**src/rtl/writeback_stage.sv**
```systemverilog
// writeback_stage: final pipeline stage producing the register-file write port and retire count
module writeback_stage #(
  parameter int XLEN  = 32,
  parameter int CNT_W = 32
) (
  input  logic             clk,
  input  logic             rst_n,
  input  logic             in_valid,
  output logic             in_ready,
  input  logic [4:0]       in_rd,
  input  logic             in_reg_wr,
  input  logic [1:0]       in_wb_sel,
  input  logic [XLEN-1:0]  in_alu_result,
  input  logic [XLEN-1:0]  in_pc,
  input  logic [2:0]       in_funct3,
  input  logic             dmem_rvalid,
  input  logic [XLEN-1:0]  dmem_rdata,
  output logic             wrEn,
  output logic [4:0]       Rdst,
  output logic [XLEN-1:0]  RWrdata,
  output logic             retire_valid,
  output logic [CNT_W-1:0] retire_count
);
  typedef enum logic {IDLE, WAIT_LOAD} state_t;
  state_t          state;
  logic [4:0]      l_rd;
  logic            l_reg_wr;
  logic [2:0]      l_funct3;
  logic [1:0]      l_addr;
  logic [7:0]      lane_b;
  logic [15:0]     lane_h;
  logic [XLEN-1:0] load_val;
  logic [XLEN-1:0] src_val;
  assign in_ready = (state == IDLE);
  always_comb begin
    lane_b   = 8'(dmem_rdata >> {l_addr, 3'b000});
    lane_h   = l_addr[1] ? dmem_rdata[31:16] : dmem_rdata[15:0];
    load_val = (l_funct3 == 3'b000) ? {{24{lane_b[7]}}, lane_b} :
               (l_funct3 == 3'b001) ? {{16{lane_h[15]}}, lane_h} :
               (l_funct3 == 3'b100) ? {24'd0, lane_b} :
               (l_funct3 == 3'b101) ? {16'd0, lane_h} : dmem_rdata;
    src_val  = (in_wb_sel == 2'b00) ? in_alu_result : in_pc + 32'd4;
  end
  always_ff @(posedge clk or negedge rst_n) begin
    if (!rst_n) begin
      state        <= IDLE;
      wrEn         <= 1'b0;
      Rdst         <= '0;
      RWrdata      <= '0;
      retire_valid <= 1'b0;
      retire_count <= '0;
      l_rd         <= '0;
      l_reg_wr     <= 1'b0;
      l_funct3     <= '0;
      l_addr       <= '0;
    end else begin
      wrEn         <= 1'b0;
      retire_valid <= 1'b0;
      if (state == IDLE && in_valid) begin
        if (in_wb_sel == 2'b01) begin
          l_rd     <= in_rd;
          l_reg_wr <= in_reg_wr;
          l_funct3 <= in_funct3;
          l_addr   <= in_alu_result[1:0];
          state    <= WAIT_LOAD;
        end else begin
          wrEn         <= in_reg_wr && (in_rd != 5'd0) && (in_wb_sel != 2'b11);
          retire_valid <= 1'b1;
          retire_count <= retire_count + 1'b1;
          if (in_wb_sel != 2'b11) begin
            Rdst    <= in_rd;
            RWrdata <= src_val;
          end
        end
      end else if (state == WAIT_LOAD && dmem_rvalid) begin
        wrEn         <= l_reg_wr && (l_rd != 5'd0);
        Rdst         <= l_rd;
        RWrdata      <= load_val;
        retire_valid <= 1'b1;
        retire_count <= retire_count + 1'b1;
        state        <= IDLE;
      end
    end
  end
endmodule

```
**config.mk**
```make
export PLATFORM = sky130hd
export DESIGN_NAME = writeback_stage
export DESIGN_NICKNAME = d
export VERILOG_FILES = /design/src/rtl/writeback_stage.sv
export SDC_FILE = /design/constraint.sdc
export NUM_CORES = 1
export LEC_CHECK = 0
export CAP_MARGIN = 30
export CORE_UTILIZATION = 49
export DETAILED_ROUTE_END_ITERATION = 10
export HOLD_SLACK_MARGIN = 0.05
export PLACE_DENSITY_LB_ADDON = 0.3
export SLEW_MARGIN = 20
export SYNTH_ARGS = -nofsm -noshare
export SYNTH_HDL_FRONTEND = slang
export SYNTH_SLANG_ARGS = --single-unit
```
**constraint.sdc**
```tcl
create_clock -name clk -period 3.4 [get_ports clk]
set_clock_uncertainty 0.1 [all_clocks]
set_input_delay 0.68 -clock clk [delete_from_list [all_inputs] [get_ports clk]]
set_output_delay 0.68 -clock clk [all_outputs]
set_load 0.005 [all_outputs]
```
=== Word level (Yosys, flattened, before mapping) ===
Cells that the tools add are included.

* Bits in registers: 83
* Output and inout port bits: 72
* Input port bits: 111
* Logic and storage cells: 62

* Equality and inequality tests: 8
* Mux-type cells: 26
* Add/sub/neg operators: 2
* Shift-type cells: 1
* Bitwise gates (word level): 1
* Reductions and logical operators: 14

{| class="wikitable"
|+ Operator list
! kind !! count
|-
| 32-bit 2-to-1 mux || 12
|-
| 32-bit by 1-bit adder with 32-bit output, second input constant || 1
|-
| 32-bit by 3-bit adder with 32-bit output, second input constant || 1
|-
| 32-bit by 5-bit right shift with 8-bit output || 1
|-
| 5-bit 2-to-1 mux || 4
|-
| 16-bit 2-to-1 mux || 1
|-
| 5-bit nonzero test || 2
|-
| 1-bit 2-to-1 mux || 9
|-
| 3-bit == test, second input constant || 2
|-
| 2-bit AND reduction || 3
|-
| 1-bit logical AND || 5
|-
| 2-bit by 1-bit inequality test with 1-bit output, second input constant || 2
|-
| 2-bit inequality test, second input constant || 2
|-
| 3-bit by 1-bit == test with 1-bit output, second input constant || 1
|-
| 3-bit logical NOT || 1
|-
| 3-bit AND reduction || 1
|-
| 2-bit by 1-bit == test with 1-bit output, second input constant || 1
|-
| 2-bit logical NOT || 1
|-
| 2-bit nonzero test || 1
|-
| 1-bit inverter || 1
|}

=== Logic depth before layout (Yosys ltp) ===
* Word-level depth: 7
* Gate-level depth with buffers: 7

=== Worst setup path before layout ===
No wires, ideal clock.

* Path type: input to register
* Start point: input port in_pc[2]
* End point: register RWrdata[22]
* Data required time: 3232 ps
* Cell stages on the path: 6
* Buffers on the path: 0
* Library setup time: 68 ps
* Data arrival time: 2053 ps
* Path slack: 1180 ps
* Path through: ha_1 -> inv_1 -> or3_4 -> or4_1 -> nand3_1 -> a32o_1

* Cells in the longest elaborated chain, start to end: 5

{| class="wikitable"
|+ RTL lines
! element !! RTL line !! source
|-
| from (decl) || 14 || <nowiki>input logic [XLEN-1:0] in_pc,</nowiki>
|-
| 32-bit by 3-bit adder with 32-bit output || 42 || <nowiki>src_val = (in_wb_sel == 2'b00) ? in_alu_result : in_pc + 32'd4;</nowiki>
|-
| 32-bit 2-to-1 mux || 42 ||
|-
| 32-bit 2-to-1 mux || 70 || <nowiki>if (in_wb_sel != 2'b11) begin</nowiki>
|-
| 32-bit 2-to-1 mux || 60 || <nowiki>if (in_wb_sel == 2'b01) begin</nowiki>
|-
| 32-bit 2-to-1 mux || 59 || <nowiki>if (state == IDLE && in_valid) begin</nowiki>
|-
| to (signal assigned) || 72 || <nowiki>RWrdata <= src_val;</nowiki>
|-
| to (signal assigned) || 78 || <nowiki>RWrdata <= load_val;</nowiki>
|-
| to (decl) || 20 || <nowiki>output logic [XLEN-1:0] RWrdata,</nowiki>
|}

No other way between the ends. The select of a mux whose other input is x is not followed.
A chain may end at the register's enable or synchronous reset.

=== Worst setup path in the final report ===
* Start point: input port in_pc[4]
* End point: register RWrdata[27]

Same word-level chain as after synthesis.

==> metrics.txt <==
die height=104 um; Final Max Tran Viols=0; Leak Pwr=2.95 nW; top-area cell type share of the netlist area=40.6%; fin cells=906; combinational power share=36.1%; Final setup viols=0; hold violation count in the final report=0; CTS Root Cell=clkbuf_8; fin crit period=2.77 ns; Area growth, synth to finish=42.9%; footprint of the multi-input gates=0.00285 mm^2; Worst Path Max Fanout=11; required time worst endpoint=3.54 ns; most numerous cell in the Yosys netlist=nand2_1; TritonCTS Sinks=83; mux share of post-synthesis cell area=4.48%; Crit Path Class=input port to register; Slew HR=45.4%; Ant. Diodes=0; vias in the first global route=5497; PD cells=461 mW/mm^2; Synth Area in Adders=0.489%; Syn Area/Cell=8.68 um^2; max_cap viols=0; initial drt markers=438; critical path arrival=2.90 ns; Placeable Area=0.00995 mm^2; Filler cells=731; CTS resizes=0; DRT Pass-1 Iters=5; Final Wtd Congestion=0.991; chip width=104 um; Synth Area in Simple Gates=25.7%; Die Area=0.0108 mm^2; vias per cell=6.18; RSZ-0062 raised after global routing=no; Synth Area in XOR/XNOR=7.19%; Worst setup SP type=input port; switching part of the total power=34.0%; port bufs=182; Initial Util=51.4%; Final nets=881; worst-skew pair later-pin latency=0.36 ns; period utilization=81.4%; Residual DRC=0; internal cell power=2.22 mW; syn nets=702; GR Overflow Total=0; Post-synth top cells=98 x nand2_1, 83 x dfrtp_1, 57 x nor2_1; largest family of logic cells by synthesized area=simple AND/OR/NAND/NOR gates; GRT Util Overall=33.8%; fmax=361 MHz; DP HPWL=13900 um; clk buf depth=2; cell taking the most area after synthesis=dfrtp_1; Hold WC Path Type=input port to asynchronous set/reset pin; # hold bufs at CTS=0; register area=0.00208 mm^2; register area share after synthesis=40.6%; proportion of layout cells with a drive suffix above 1=7.37%; ranking of synthesized cells by area=dfrtp_1 41%, nand2_1 7.2%, nor2_1 4.2%; pin count of the biggest net entering global routing=84; Yosys reg bits=83; final wirelength=18100 um; clock buffer count from CTS=9; global-route wire length before repair=28400 um; EDFF count, synth=0; Post-synth ARST share=100%; CTS tree=built; sequential group share of total power=41.6%; cells after synthesis=589; final design utilization=73.4%; Critical Path End Type=register; Post-CTS Setup Inserts=0; Synth cell types=59; Fin Setup TNS=0 ns; total vias in the final route=5599; initial antenna violation count=0; status=complete, no violations; row count=36; Yosys Warn Count=0; Clock Power Share=22.2%; mapped cell area=0.00511 mm^2; ys flop type=dfrtp_1; ANT nets after route=0; Worst-path clk slew=0.08 ns; worst slack, placed=0.316 ns; # IOs=183; H-tree depth=3; placed cell count=889; Sw Pwr=1.15 mW; Final WS setup=0.633 ns; Max VDD drop=0.000268 V; WL/cell=19.9 um; Compound-Gate Fraction of Synth Area=17.9%; worst-margin pin slew=0.819 ns
## cell type report
type	count	area share [%]
clock inverter	5	0.822
tap	133	2.28
sequential	83	28.4
inverter	18	0.924
clock buffer	11	1.93
timing repair buffer	197	26.6
multi-input combinational	459	39.0
## cell families (layout without fill, tap and decap cells)
family	after synthesis	in the layout
xor+xnor	42	42
compound gates	128	128
flops	83	83
fa+ha+maj	2	2
mux	20	20
simple gates	267	267
buf+inv	47	231
## final timing paths
path                                   from                to  slack [ns]  depth (start not counted)
min                                   rst_n   retire_count[5]        0.24                          2
min reg2reg                retire_count[31]  retire_count[31]        0.38                          1
min in group clk           retire_count[31]  retire_count[31]        0.38                          1
max                                in_pc[4]       RWrdata[27]        0.63                          7
max reg2reg                       l_addr[1]       RWrdata[15]        0.73                          6
max in group asynchronous             rst_n           Rdst[4]        2.59                          2
## flip-flops by register name, summed over array words and instances (netlist names)
signal and count:
RWrdata 32, retire_count 32, Rdst 5, l_rd 5, l_funct3 3, l_addr 2, l_reg_wr 1, retire_valid 1
state 1, wrEn 1
## critical path: stages
cell and delay, ns:
clkdlybuf4s50_1 0.64, nand4_4 0.22, nor4_1 0.43, buf_4 0.27
a311o_1 0.19, o21ai_0 0.09, o41ai_1 0.37
## metal layers
metal	track usage (%)	vias up	wire [um]	share of wire, %
met4	16.3	0	804	4.4
met1	42.6	2703	7200	40
li1	-	2519	-	-
met2	56.4	320	8650	48
met5	0	-	0	0
met3	5.64	57	1410	7.8
## power by group through the flow
stage               clock network [mW]  logic, mW  registers [mW]
floorplan                            0      0.528            1.36
global placement                     0       1.18            1.41
detailed placement                   0       1.21            1.41
CTS                              0.752       1.21            1.40
global route                     0.799       1.31            1.43
finish                           0.749       1.22            1.40
## placed cells by master, fill, tap and decap left out, drive strengths merged, types with 6 or more instances in the layout
cell / n
a211oi: 7
a21oi: 16
a221oi: 8
a31oi: 15
and2: 7
and3: 8
buf: 16
clkbuf: 11
clkdlybuf4s50: 181
dfrtp: 83
inv: 20
mux2: 13
mux2i: 6
nand2: 98
nand3: 22
nand4: 26
nor2: 57
nor3: 16
nor4: 6
o211ai: 7
o21ai: 20
o221ai: 12
o22ai: 8
or3: 9
xnor2: 24
xor2: 18
## metrics by stage
step	power (mW)	hold WS (ns)	cell area, um^2
after floorplan	1.89	0.284	5110
after global placement	2.59	0.362	7100
after detailed placement	2.62	0.363	7100
after CTS	3.36	0.272	7300
after global routing	3.54	0.275	7310
final	3.37	0.240	7310
Note: power is estimated with default switching activity, not from simulation.
